==> src/rtl/alu_issue_stage.sv <==
// alu_issue_stage: decodes RV32I into ALU controls in an E register, captures ALU result plus branch/jump outcome in an O register.
module alu_issue_stage #(
    parameter bit RESET_PC_ZERO = 1'b1,
    parameter int XLEN = 32
) (
    input  logic            clk,
    input  logic            rst_n,
    input  logic            in_valid,
    output logic            in_ready,
    input  logic [31:0]     in_instr,
    input  logic [XLEN-1:0] in_pc,
    input  logic [XLEN-1:0] in_rs1_data,
    input  logic [XLEN-1:0] in_rs2_data,
    input  logic            flush,
    output logic [XLEN-1:0] ALU_in1,
    output logic [XLEN-1:0] ALU_in2,
    output logic [3:0]      ALU_ctrl,
    input  logic [XLEN-1:0] ALU_out,
    input  logic            Zero,
    output logic            out_valid,
    input  logic            out_ready,
    output logic [XLEN-1:0] out_result,
    output logic [4:0]      out_rd,
    output logic            out_rd_we,
    output logic            out_is_mem,
    output logic            out_br_taken,
    output logic [XLEN-1:0] out_br_target,
    output logic            out_illegal
);
    localparam logic [XLEN-1:0] RST_VAL = {XLEN{!RESET_PC_ZERO}};

    typedef struct packed {
        logic            valid;
        logic [XLEN-1:0] in1;
        logic [XLEN-1:0] in2;
        logic [3:0]      ctrl;
        logic [XLEN-1:0] pc;
        logic [XLEN-1:0] imm;
        logic [4:0]      rd;
        logic [2:0]      f3;
        logic            we;
        logic            mem;
        logic            br;
        logic            jal;
        logic            jalr;
        logic            ill;
    } e_t;

    typedef struct packed {
        logic            valid;
        logic [XLEN-1:0] result;
        logic [4:0]      rd;
        logic            rd_we;
        logic            is_mem;
        logic            br_taken;
        logic [XLEN-1:0] br_target;
        logic            illegal;
    } o_t;

    e_t e_q, e_d;
    o_t o_q, o_d;

    logic [6:0] opc, f7;
    logic [2:0] f3;
    logic [4:0] rd;
    logic [31:0] imm_i, imm_s, imm_b, imm_u, imm_j;
    logic [XLEN-1:0] d_in1, d_in2, d_imm;
    logic [3:0] d_ctrl;
    logic d_we, d_mem, d_br, d_jal, d_jalr, d_ill;
    logic advance, accept, link;

    assign opc   = in_instr[6:0];
    assign rd    = in_instr[11:7];
    assign f3    = in_instr[14:12];
    assign f7    = in_instr[31:25];
    assign imm_i = {{20{in_instr[31]}}, in_instr[31:20]};
    assign imm_s = {{20{in_instr[31]}}, in_instr[31:25], in_instr[11:7]};
    assign imm_b = {{19{in_instr[31]}}, in_instr[31], in_instr[7], in_instr[30:25], in_instr[11:8], 1'b0};
    assign imm_u = {in_instr[31:12], 12'b0};
    assign imm_j = {{11{in_instr[31]}}, in_instr[31], in_instr[19:12], in_instr[20], in_instr[30:21], 1'b0};

    always_comb begin
        d_in1  = in_rs1_data;
        d_in2  = in_rs2_data;
        d_ctrl = 4'b0000;
        d_imm  = imm_b;
        d_we   = 1'b0;
        d_mem  = 1'b0;
        d_br   = 1'b0;
        d_jal  = 1'b0;
        d_jalr = 1'b0;
        d_ill  = 1'b0;
        case (opc)
            7'b0110011: begin
                d_ctrl = {in_instr[30], f3};
                d_we   = 1'b1;
                d_ill  = !(f7 == 7'h00 || (f7 == 7'h20 && (f3 == 3'b000 || f3 == 3'b101)));
            end
            7'b0010011: begin
                d_in2  = imm_i;
                d_ctrl = {f3 == 3'b101 && in_instr[30], f3};
                d_we   = 1'b1;
                d_ill  = (f3 == 3'b001 && f7 != 7'h00) || (f3 == 3'b101 && f7 != 7'h00 && f7 != 7'h20);
            end
            7'b0110111: begin
                d_in1 = '0;
                d_in2 = imm_u;
                d_we  = 1'b1;
            end
            7'b0010111: begin
                d_in1 = in_pc;
                d_in2 = imm_u;
                d_we  = 1'b1;
            end
            7'b0000011: begin
                d_in2 = imm_i;
                d_mem = 1'b1;
            end
            7'b0100011: begin
                d_in2 = imm_s;
                d_mem = 1'b1;
            end
            7'b1100111: begin
                d_in2  = imm_i;
                d_we   = 1'b1;
                d_jalr = 1'b1;
            end
            7'b1101111: begin
                d_in1 = '0;
                d_in2 = '0;
                d_imm = imm_j;
                d_we  = 1'b1;
                d_jal = 1'b1;
            end
            7'b1100011: begin
                d_br   = 1'b1;
                d_ctrl = f3[2] ? {3'b001, f3[1]} : 4'b1000;
                d_ill  = f3[2:1] == 2'b01;
            end
            default: d_ill = 1'b1;
        endcase
        if (d_ill) begin
            d_ctrl = 4'b0000;
            d_we   = 1'b0;
            d_mem  = 1'b0;
            d_br   = 1'b0;
            d_jal  = 1'b0;
            d_jalr = 1'b0;
        end
        d_we = d_we && rd != 5'd0;
    end

    assign advance  = !o_q.valid || out_ready;
    assign in_ready = rst_n && !flush && (!e_q.valid || advance);
    assign accept   = in_valid && in_ready;

    always_comb begin
        e_d = e_q;
        if (accept)
            e_d = '{valid: 1'b1, in1: d_in1, in2: d_in2, ctrl: d_ctrl, pc: in_pc, imm: d_imm, rd: rd, f3: f3,
                    we: d_we, mem: d_mem, br: d_br, jal: d_jal, jalr: d_jalr, ill: d_ill};
        else if (advance || flush)
            e_d.valid = 1'b0;
    end

    // Links return pc+4; JAL and branches use their own target adder, JALR takes the ALU sum.
    assign link = e_q.jal || e_q.jalr;

    always_comb begin
        o_d.valid     = e_q.valid;
        o_d.result    = link ? e_q.pc + 4 : ALU_out;
        o_d.rd        = e_q.rd;
        o_d.rd_we     = e_q.we;
        o_d.is_mem    = e_q.mem;
        o_d.br_taken  = link || (e_q.br && ((e_q.f3[2] ? ALU_out[0] : Zero) ^ e_q.f3[0]));
        o_d.br_target = e_q.jalr ? {ALU_out[XLEN-1:1], 1'b0} : e_q.pc + e_q.imm;
        o_d.illegal   = e_q.ill;
    end

    always_ff @(posedge clk or negedge rst_n) begin
        if (!rst_n) begin
            e_q <= '0;
            o_q <= '0;
            o_q.br_target <= RST_VAL;
        end else begin
            e_q <= e_d;
            if (advance)
                o_q <= o_d;
        end
    end

    assign ALU_in1       = e_q.in1;
    assign ALU_in2       = e_q.in2;
    assign ALU_ctrl      = e_q.ctrl;
    assign out_valid     = o_q.valid;
    assign out_result    = o_q.result;
    assign out_rd        = o_q.rd;
    assign out_rd_we     = o_q.rd_we;
    assign out_is_mem    = o_q.is_mem;
    assign out_br_taken  = o_q.br_taken;
    assign out_br_target = o_q.br_target;
    assign out_illegal   = o_q.illegal;
endmodule

==> config.mk <==
export PLATFORM = sky130hd
export DESIGN_NAME = alu_issue_stage
export DESIGN_NICKNAME = d
export VERILOG_FILES = /design/src/rtl/alu_issue_stage.sv
export SDC_FILE = /design/constraint.sdc
export NUM_CORES = 1
export LEC_CHECK = 0
export ABC_AREA = 1
export ABC_CLOCK_PERIOD_IN_PS = 2000
export BUFFER_PORTS_ARGS = -buffer_cell sky130_fd_sc_hd__buf_2
export CORE_ASPECT_RATIO = 0.7
export CORE_MARGIN = 4
export CORE_UTILIZATION = 45
export DETAILED_ROUTE_END_ITERATION = 10
export PLACE_DENSITY = 0.81
export REMOVE_ABC_BUFFERS = 1
export SETUP_SLACK_MARGIN = 0.02
export SLEW_MARGIN = 10
export SYNTH_ARGS = -nofsm -noshare
export SYNTH_HDL_FRONTEND = slang
export SYNTH_SLANG_ARGS = --single-unit
==> constraint.sdc <==
create_clock -name clk -period 2 [get_ports clk]
set_clock_uncertainty 0.15 [all_clocks]
set_input_delay 0.3 -clock clk [delete_from_list [all_inputs] [get_ports clk]]
set_output_delay 0.3 -clock clk [all_outputs]
set_load 0.05 [all_outputs]
==> flow_summary.json, run 1 <==
{
  "run_status": "complete, but fails checks",
  "violations": "negative setup slack",
  "ff_latch_count_synth": 208,
  "die_w_um": 211,
  "fmaxAchievable_ghz": 0.479,
  "gpl.final_weighted_congestion": 0.934,
  "first_global_vias": 14900,
  "grt_pass1_wl_um": 84300,
  "yosys.area.top_type": "sky130_fd_sc_hd__dfrtp_1",
  "finalSetupViolCount": 19,
  "grt_setup_unrepaired": "true",
  "avgViaCountPerCell": 5.61,
  "cp_data_required_time_ns": 2.27,
  "synth.cell_area_um2": 12900,
  "timing.slew.headroom": 0.368,
  "grt_overflow": 0,
  "ys_top_cells_by_area": "sky130_fd_sc_hd__dfrtp_1 40%, sky130_fd_sc_hd__nand2_1 20%, sky130_fd_sc_hd__inv_1 5.8%, sky130_fd_sc_hd__nand3_1 4.8%, sky130_fd_sc_hd__buf_4 4.0%",
  "diodes": 0,
  "cts_root_buffer": "sky130_fd_sc_hd__clkbuf_16",
  "end_kind": "register",
  "hold-path-cell-count": 5,
  "final.min_clock_period_ns": 2.09,
  "synth-compound-area-share": 0.111,
  "timing.critical_path.slowest_cell_delay_ns": 0.43,
  "first_pass_iters": 6,
  "worst_slew_pin_slew_ns": 0.949,
  "clkSinkCount": 208,
  "drc_errors": 0,
  "criticalPathCategory": "register to register",
  "timing_hold_violations_final": 0,
  "yosys_warnings": 0,
  "drive_above_1_share": 0.352,
  "synth-simple-area-share": 0.323,
  "die-area_um2": 31600,
  "peakVddDrop_uv": 653,
  "placement_rows": 51,
  "core_um2": 28100,
  "buffers_from_clock_root_to_sink_at_most": 3,
  "synthDominantCellAreaShare": 0.402,
  "ant_nets": 0,
  "grt_antenna_before_repair": 1,
  "maximum_capacitance_violations": 0,
  "post_synth_xor_area_fraction": 0.00812,
  "design.portCount": 309,
  "dr.first_iter.drc_count": 1887,
  "clk-insertion-delay-late_ns": 0.53,
  "die_height_um": 150,
  "synth.avg_cell_area_um2": 6.96,
  "routed_wire_length_per_instance_um": 20.3,
  "power_per_cell_area_nw_per_um2": 1000,
  "synthCells": 1860,
  "fin_total_pwr_uw": 19600,
  "area_delta_synth_final_pct": 51.0,
  "crit_top_cell": "sky130_fd_sc_hd__nand2_1",
  "post-route-worst-setup-slack_ns": -0.0858,
  "grt_start_max_net_pins": 157,
  "cts_buffers": 23,
  "worst_ep_arrival_time_ns": 2.35,
  "h_tree_depth": 1,
  "leakagePower_uw": 0.0101,
  "crit_path_cell_trace": "ha_4 -> nand2_4 -> inv_2 -> nand2_1 -> nand2_2 -> a21oi_2 -> nand2_4 -> buf_4 -> nand2_1 -> nand2_1 -> nand2_1 -> nand3_1 -> nand2_1 -> nand2_1",
  "critPathMaxFanout": 4,
  "r2r_slack_ns": -0.09,
  "combinational_family_with_the_most_area_after_synthesis": "simple AND/OR/NAND/NOR gates",
  "track_usage": 0.339,
  "yosys.area_share.adder": 0.0315,
  "worst_path_max_delay_cell": "sky130_fd_sc_hd__dfrtp_1",
  "yosys-mux-area-fraction": 0,
  "synth_seq_area_share": 0.402,
  "place_hpwl_um": 37400,
  "place.port_buffers": 308,
  "layout.nets": 2581,
  "min_hold_slack_ns": 0.00914,
  "min_path_type": "primary input to register",
  "r2r.worst_path.cells": 14,
  "layout_worst_path_cycle_share": 1.04,
  "via_count": 15500,
  "clkTransAtPathRegs_ns": 0.07,
  "filler_cell_count": 2098,
  "yosys.cell_types.count": 43,
  "critPathLaunchType": "register",
  "starting_density_of_the_core": 0.461,
  "cts_tree": "done",
  "final_routed_wirelength_um": 56300,
  "finalMaxSlewViolations": 0,
  "final_core_util": 0.696
}
routing by layer:
layer,global-route usage,wire [um],vias to the layer above
met1,0.485,22900,7226
met3,0.0930,7120,254
met4,0.137,2980,0
met5,0,0,-
met2,0.486,23300,1124
li1,-,-,6928
layout by cell type (no fill, tap or decap), types with 34 or more instances in the layout:
master / Yosys / layout
sky130_fd_sc_hd__o211ai_1: 40 / 40
sky130_fd_sc_hd__buf_4: 69 / 148
sky130_fd_sc_hd__dlygate4sd3_1: 0 / 142
sky130_fd_sc_hd__nor2_1: 103 / 63
sky130_fd_sc_hd__buf_2: 30 / 306
sky130_fd_sc_hd__inv_1: 200 / 182
sky130_fd_sc_hd__nand2_2: 4 / 73
sky130_fd_sc_hd__nand4_1: 34 / 34
sky130_fd_sc_hd__dfrtp_1: 208 / 198
sky130_fd_sc_hd__nand2_1: 697 / 597
sky130_fd_sc_hd__nand3_1: 123 / 89
sky130_fd_sc_hd__o21ai_0: 98 / 73
sky130_fd_sc_hd__a21oi_1: 95 / 74
registers in the layout, indices dropped and copies added, names as in the netlist:
name,count
out_rd_we,1
out_illegal,1
ALU_in2,32
out_is_mem,1
ALU_ctrl,4
out_result,32
out_rd,5
out_br_target,32
out_valid,1
ALU_in1,32
e_q,66
out_br_taken,1
where the power goes:
| group | internal, uW | leakage, uW | switching [uW] | total (uW) |
|---|---|---|---|---|
| clock network | 2630 | 0.000381 | 1890 | 4520 |
| registers | 5040 | 0.00255 | 720 | 5760 |
| logic | 3210 | 0.00719 | 6080 | 9290 |
| total | 10900 | 0.0101 | 8690 | 19600 |
worst max-delay path, delay by kind of cell (launching register included):
| kind | cells | cell delay [ns] |
|---|---|---|
| buf+inv | 2 | 0.17 |
| flops | 1 | 0.43 |
| fa+ha+maj | 1 | 0.29 |
| simple gates | 10 | 0.74 |
| compound gates | 1 | 0.18 |
synth_stat cells (all sizes together):
master and number:
a21o 1, a21oi 95, a22o 1, a22oi 1
a31oi 1, and2 1, buf 107, clkbuf 29
clkinv 1, dfrtp 208, fa 1, ha 31
inv 208, nand2 702, nand3 128, nand3b 2
nand4 34, nor2 114, nor3 16, nor4 5
o211ai 40, o21a 1, o21ai 106, o21bai 3
o221ai 2, o22ai 6, o311ai 2, or2 2
xnor2 3, xor2 9
final cells by class:
cell class / instances / area, um^2 / area share
multi-input cells: 1307 / 7640 / 0.391
flip-flops and latches: 208 / 5220 / 0.267
repair buffers: 634 / 4620 / 0.237
inverters: 209 / 803 / 0.0411
clock buffers: 29 / 628 / 0.0321
well taps: 371 / 464 / 0.0238
clock inverters: 11 / 158 / 0.00807
per-stage QoR:
stage / setup TNS [ns] / setup WS, ns / instances / area [um^2]
after CTS: -0.00887 / -0.00482 / 2750 / 18500
after global routing: -3.13 / -0.214 / 2769 / 19500
after floorplan: -359.41 / -2.61 / 1724 / 12100
after detailed placement: -3.62 / -0.184 / 2551 / 15400
final: -0.672 / -0.0858 / 2769 / 19500
after global placement: -2.37 / -0.195 / 2551 / 15400
logic make-up after synthesis:
logic type	Yosys count
fa+ha+maj	32
compound gates	259
simple gates	1004
xor+xnor	12
flops	208
buf+inv	345
path summary, 6_finish.rpt:
kind,startpoint,endpoint
max in group asynchronous,rst_n,e_q[60]
worst max-delay path,e_q[54],out_br_target[30]
worst min-delay path,in_instr[13],ALU_in2[13]
min in group asynchronous,rst_n,out_result[2]
worst min register to register,out_br_target[26],out_br_target[26]
worst max register to register,e_q[54],out_br_target[30]
what timing repair did:
| action | 4_1_cts | 5_1_grt |
|---|---|---|
| gates resized for setup | 182 | 239 |
| hold buffers | 143 | 0 |
| buffers inserted | 17 | 21 |
| endpoints found under the setup margin | 43 | 85 |
| pin swaps | 48 | 111 |
| hold endpoints to repair | 353 | 0 |
No activity file was read; power rests on OpenSTA's default activity.
==> run 2, diff against run 1 <==
--- a/config.mk
+++ b/config.mk
@@ -14,7 +14,6 @@
 export DETAILED_ROUTE_END_ITERATION = 10
 export PLACE_DENSITY = 0.81
 export REMOVE_ABC_BUFFERS = 1
-export SETUP_SLACK_MARGIN = 0.02
 export SLEW_MARGIN = 10
 export SYNTH_ARGS = -nofsm -noshare
 export SYNTH_HDL_FRONTEND = slang
==> flow_summary.json, run 2 (same netlist as run 1, synthesis figures left out) <==
{
  "violations": "negative setup slack",
  "worst_slew_pin_slew_ns": 1.06,
  "peakVddDrop_uv": 650,
  "layout.nets": 2577,
  "die-area_um2": 31600,
  "core_um2": 28100,
  "cts_buffers": 23,
  "final_core_util": 0.688,
  "drive_above_1_share": 0.340,
  "starting_density_of_the_core": 0.461,
  "via_count": 15600,
  "leakagePower_uw": 0.0101,
  "critPathLaunchType": "register",
  "grt_pass1_wl_um": 83000,
  "cts_tree": "done",
  "clkSinkCount": 208,
  "area_delta_synth_final_pct": 49.4,
  "design.portCount": 309,
  "cp_data_required_time_ns": 2.27,
  "clkTransAtPathRegs_ns": 0.07,
  "regMostFlops": "e_q",
  "h_tree_depth": 1,
  "largest_reg_flops": 66,
  "layout_worst_path_cycle_share": 1.06,
  "worst_ep_arrival_time_ns": 2.39,
  "buffers_from_clock_root_to_sink_at_most": 3,
  "ant_nets": 0,
  "drc_errors": 0,
  "track_usage": 0.333,
  "grt_setup_unrepaired": "true",
  "cts_root_buffer": "sky130_fd_sc_hd__clkbuf_16",
  "layout.cells.most_common_list": "616 x sky130_fd_sc_hd__nand2_1, 306 x sky130_fd_sc_hd__buf_2, 197 x sky130_fd_sc_hd__dfrtp_1",
  "fin_total_pwr_uw": 19500,
  "finalMaxSlewViolations": 0,
  "finalSetupViolCount": 27,
  "diodes": 0,
  "end_kind": "register",
  "maximum_capacitance_violations": 0,
  "fmaxAchievable_ghz": 0.472,
  "criticalPathCategory": "register to register",
  "grt_antenna_before_repair": 1,
  "min_path_type": "primary input to register",
  "die_height_um": 150,
  "gpl.final_weighted_congestion": 0.934,
  "grt_start_max_net_pins": 157,
  "place.port_buffers": 308,
  "die_w_um": 211,
  "post-route-worst-setup-slack_ns": -0.120,
  "power_per_cell_area_nw_per_um2": 1010,
  "placement_rows": 51,
  "dr.first_iter.drc_count": 2016,
  "grt_overflow": 0,
  "timing_hold_violations_final": 0,
  "first_pass_iters": 9,
  "run_status": "complete, but fails checks",
  "routed_wire_length_per_instance_um": 20.3,
  "clk-insertion-delay-late_ns": 0.54,
  "place_hpwl_um": 37400,
  "avgViaCountPerCell": 5.63,
  "final.min_clock_period_ns": 2.12,
  "critPathMaxFanout": 4,
  "first_global_vias": 14800,
  "most_common_cell_after_layout_fill_and_taps_aside": "sky130_fd_sc_hd__nand2_1",
  "timing.slew.headroom": 0.290,
  "final_routed_wirelength_um": 56100
}
==> run 2: cell types whose count changed in the layout (fill, tap and decap cells not counted), moves of 5 or more <==
| cell | previous run | this run |
|---|---|---|
| sky130_fd_sc_hd__nor2_2 | 25 | 30 |
| sky130_fd_sc_hd__nand2_1 | 597 | 616 |
| sky130_fd_sc_hd__nand3_4 | 13 | 7 |
| sky130_fd_sc_hd__nand2_2 | 73 | 58 |
| sky130_fd_sc_hd__o21ai_2 | 12 | 7 |
| sky130_fd_sc_hd__nand3_2 | 26 | 33 |
==> run 2: worst paths after layout <==
path,end,slack [ns],from,cells past startpoint
max in group asynchronous,e_q[70],0.42,rst_n,3
max,out_br_target[23],-0.12,e_q[49],14
max reg2reg,out_br_target[23],-0.12,e_q[49],14
min in group asynchronous,out_result[2],0.30,rst_n,3
min reg2reg,out_rd_we,0.32,e_q[5],2
min,e_q[34],0.02,in_instr[31],3
==> run 2: stage by stage <==
step	worst slack, ns	instances	hold WS (ns)	TNS (ns)	area [um^2]
6_report	-0.120	2765	0.0152	-1.62	19300
3_3_place_gp	-0.195	2551	0.299	-2.37	15400
4_1_cts	-0.0676	2747	0.00453	-0.299	18400
5_1_grt	-0.220	2765	0.0177	-4.50	19300
3_5_place_dp	-0.184	2551	0.310	-3.62	15400
2_1_floorplan	-2.61	1724	-0.146	-359.41	12100
==> run 2: power breakdown <==
part / internal, uW / switching [uW] / leakage (uW)
Combinational: 3200 / 6040 / 0.00712
Clock: 2630 / 1890 / 0.000381
Sequential: 5040 / 705 / 0.00255
==> run 2: worst max-delay path, stage by stage, from the launching register on <==
cell                      delay, ns
sky130_fd_sc_hd__dfrtp_2       0.44
sky130_fd_sc_hd__buf_12        0.14
sky130_fd_sc_hd__ha_4          0.30
sky130_fd_sc_hd__buf_6         0.12
sky130_fd_sc_hd__nand2_4       0.05
sky130_fd_sc_hd__nor2_4        0.12
sky130_fd_sc_hd__nand2_1       0.08
sky130_fd_sc_hd__nand3_2       0.10
sky130_fd_sc_hd__nand2_2       0.07
sky130_fd_sc_hd__nand2_4       0.11
sky130_fd_sc_hd__nand2_4       0.07
sky130_fd_sc_hd__nand3_2       0.07
sky130_fd_sc_hd__nand3_2       0.07
sky130_fd_sc_hd__nand2_1       0.05
sky130_fd_sc_hd__nand2_1       0.06
==> run 2: what timing repair did <==
action                                  in CTS  in global routing
endpoints found under the hold margin      353                  0
pin swaps                                   31                 89
hold buffers                               143                  0
buffers inserted                            13                 20
gates resized for setup                    149                222
endpoints found under the setup margin      38                 75
==> run 2: area by class of cell <==
cell class | instances | area (um^2)
flip-flops and latches | 208 | 5220
clock inverters | 11 | 158
fillers | 2160 | 8750
clock buffers | 29 | 628
well taps | 371 | 464
inverters | 209 | 798
multi-input cells | 1307 | 7470
repair buffers | 630 | 4590
==> run 2: layer usage <==
| layer | wire length, um | part of all wire | GRT usage | vias up |
|---|---|---|---|---|
| met5 | 0 | 0 | 0 | - |
| li1 | - | - | - | 6926 |
| met1 | 22700 | 0.40 | 0.475 | 7180 |
| met4 | 3110 | 0.055 | 0.136 | 0 |
| met3 | 7170 | 0.13 | 0.0966 | 307 |
| met2 | 23200 | 0.41 | 0.476 | 1166 |
==> run 3, diff against run 2 <==
--- a/config.mk
+++ b/config.mk
@@ -9,10 +9,10 @@
 export ABC_CLOCK_PERIOD_IN_PS = 2000
 export BUFFER_PORTS_ARGS = -buffer_cell sky130_fd_sc_hd__buf_2
 export CORE_ASPECT_RATIO = 0.7
-export CORE_MARGIN = 4
-export CORE_UTILIZATION = 45
+export CORE_MARGIN = 1
+export CORE_UTILIZATION = 27
 export DETAILED_ROUTE_END_ITERATION = 10
-export PLACE_DENSITY = 0.81
+export PLACE_DENSITY = 0.57
 export REMOVE_ABC_BUFFERS = 1
 export SLEW_MARGIN = 10
 export SYNTH_ARGS = -nofsm -noshare
==> constraint.sdc (replaced) <==
create_clock -name clk -period 2 [get_ports clk]
set_clock_uncertainty 0.15 [all_clocks]
set_input_delay 0.3 -clock clk [delete_from_list [all_inputs] [get_ports clk]]
set_output_delay 0.3 -clock clk [all_outputs]
set_load 0.01 [all_outputs]
==> flow_summary.json, run 3 (same netlist as run 1, synthesis figures left out) <==
{
  "first_pass_iters": 5,
  "fmaxAchievable_ghz": 0.485,
  "power_per_cell_area_nw_per_um2": 879,
  "h_tree_depth": 1,
  "finalMaxSlewViolations": 0,
  "criticalPathCategory": "register to register",
  "design.portCount": 309,
  "clkTransAtPathRegs_ns": 0.07,
  "buffers_from_clock_root_to_sink_at_most": 3,
  "worst_path_max_delay_cell": "sky130_fd_sc_hd__dfrtp_1",
  "placed_cells_incl_taps": 2802,
  "grt_antenna_before_repair": 5,
  "post-route-worst-setup-slack_ns": -0.0603,
  "filler_cell_count": 4731,
  "grt_pass1_wl_um": 83500,
  "place.port_buffers": 308,
  "die_w_um": 264,
  "place_hpwl_um": 41200,
  "leakagePower_uw": 0.00998,
  "layout.cells.most_common_list": "625 x sky130_fd_sc_hd__nand2_1, 307 x sky130_fd_sc_hd__buf_2, 191 x sky130_fd_sc_hd__dfrtp_1",
  "area_delta_synth_final_pct": 51.4,
  "layout.cells.non_filler": 3012,
  "layout.nets": 2576,
  "grt_setup_unrepaired": "true",
  "worst_ep_arrival_time_ns": 2.40,
  "die_height_um": 185,
  "maximum_capacitance_violations": 0,
  "most_common_cell_after_layout_fill_and_taps_aside": "sky130_fd_sc_hd__nand2_1",
  "core_um2": 46800,
  "clk-insertion-delay-late_ns": 0.56,
  "peakVddDrop_uv": 550,
  "run_status": "complete, but fails checks",
  "track_usage": 0.224,
  "ant_nets": 0,
  "critPathMaxFanout": 4,
  "finalSetupViolCount": 9,
  "dr.first_iter.drc_count": 1162,
  "final.min_clock_period_ns": 2.06,
  "cp_data_required_time_ns": 2.34,
  "avgViaCountPerCell": 4.80,
  "drc_errors": 0,
  "timing.setup.tns_ns": -0.303,
  "cts_buffers": 25,
  "routed_wire_length_per_instance_um": 18.8,
  "gpl.final_weighted_congestion": 0.905,
  "end_kind": "register",
  "multi_input_comb_area_um2": 7380,
  "critPathLaunchType": "register",
  "placement_rows": 66,
  "timing_hold_violations_final": 0,
  "cts_tree": "done",
  "worst_slack_at_placement_ns": -0.344,
  "clkSinkCount": 208,
  "violations": "negative setup slack",
  "min_path_type": "primary input to register",
  "via_count": 14500,
  "timing.slew.headroom": 0.658,
  "crit_top_cell": "sky130_fd_sc_hd__nand2_1",
  "drive_above_1_share": 0.330,
  "regMostFlops": "e_q",
  "layout_worst_path_cycle_share": 1.03,
  "final_routed_wirelength_um": 56800,
  "grt_overflow": 0,
  "layout.area.seq_um2": 5230,
  "timing.critical_path.slowest_cell_delay_ns": 0.36,
  "cts_root_buffer": "sky130_fd_sc_hd__clkbuf_16",
  "starting_density_of_the_core": 0.276,
  "grt_start_max_net_pins": 84,
  "crit_path_cell_trace": "ha_2 -> inv_2 -> fa_2 -> inv_2 -> nand3_2 -> nand3_4 -> nand2_4 -> a21oi_2 -> nor2_2 -> nor2_1 -> nor2_1 -> nand2_1 -> nand2_1 -> nand2_1",
  "first_global_vias": 13800,
  "largest_reg_flops": 66,
  "worst_slew_pin_slew_ns": 0.513,
  "die-area_um2": 48800
}
[run 3: metrics by stage]
step | total power [uW] | instance area, um^2 | util | hold slack (ns)
global route | 18200 | 19600 | 0.418 | 0.0519
global placement | 11100 | 15800 | 0.338 | 0.254
CTS | 16600 | 18700 | 0.399 | 0.00156
detailed placement | 11100 | 15800 | 0.338 | 0.253
floorplan | 8260 | 12100 | - | -0.146
finish | 17200 | 19600 | 0.418 | 0.0258
[run 3: path summary, 6_finish.rpt]
kind                              from                end  slack (ns)  cells after the start
max reg2reg                    e_q[47]  out_br_target[17]       -0.06                     14
min                        ALU_out[21]  out_br_target[21]        0.03                      5
min in group asynchronous        rst_n             e_q[0]        0.28                      3
max                            e_q[47]  out_br_target[17]       -0.06                     14
max in group asynchronous        rst_n            e_q[34]        0.53                      4
min reg2reg                   e_q[146]          out_valid        0.32                      1
[run 3: final cells by class]
cell class,instances,share of cell area
Clock inverter,10,0.00511
Sequential cell,208,0.267
Clock buffer,35,0.0354
Multi-Input combinational cell,1308,0.376
Antenna cell,4,0.000511
Timing Repair Buffer,626,0.236
Tap cell,612,0.0391
Inverter,209,0.0411
[run 3: where the power goes]
part,total (uW),switching [uW],internal [uW],leakage (uW)
combinational,6870,3870,3000,0.00703
sequential,5710,670,5040,0.00254
clock,4630,1970,2660,0.000397
[run 3: what timing repair did]
| item | CTS | global route |
|---|---|---|
| pin swaps | 19 | 46 |
| hold endpoints to repair | 178 | 1 |
| buffers inserted | 4 | 8 |
| cloned | 0 | 4 |
| setup endpoints to repair | 36 | 67 |
| resized for setup | 113 | 220 |
| hold buffers | 145 | 1 |
[run 3: worst max-delay path: cells and delay by family, from the launching register on]
family / cells / cell delay, ns
adders and majority gates: 2 / 0.54
AOI/OAI and AO/OA: 1 / 0.16
and+or+nand+nor: 9 / 0.67
buffers and inverters: 2 / 0.13
DFF: 1 / 0.36
[run 3: per-layer routing]
layer	track usage	vias to the layer above	wire length (um)
met5	0	-	0
met4	0.0786	0	1780
met3	0.0411	88	3860
met2	0.321	547	23800
met1	0.332	6870	27300
li1	-	6947	-
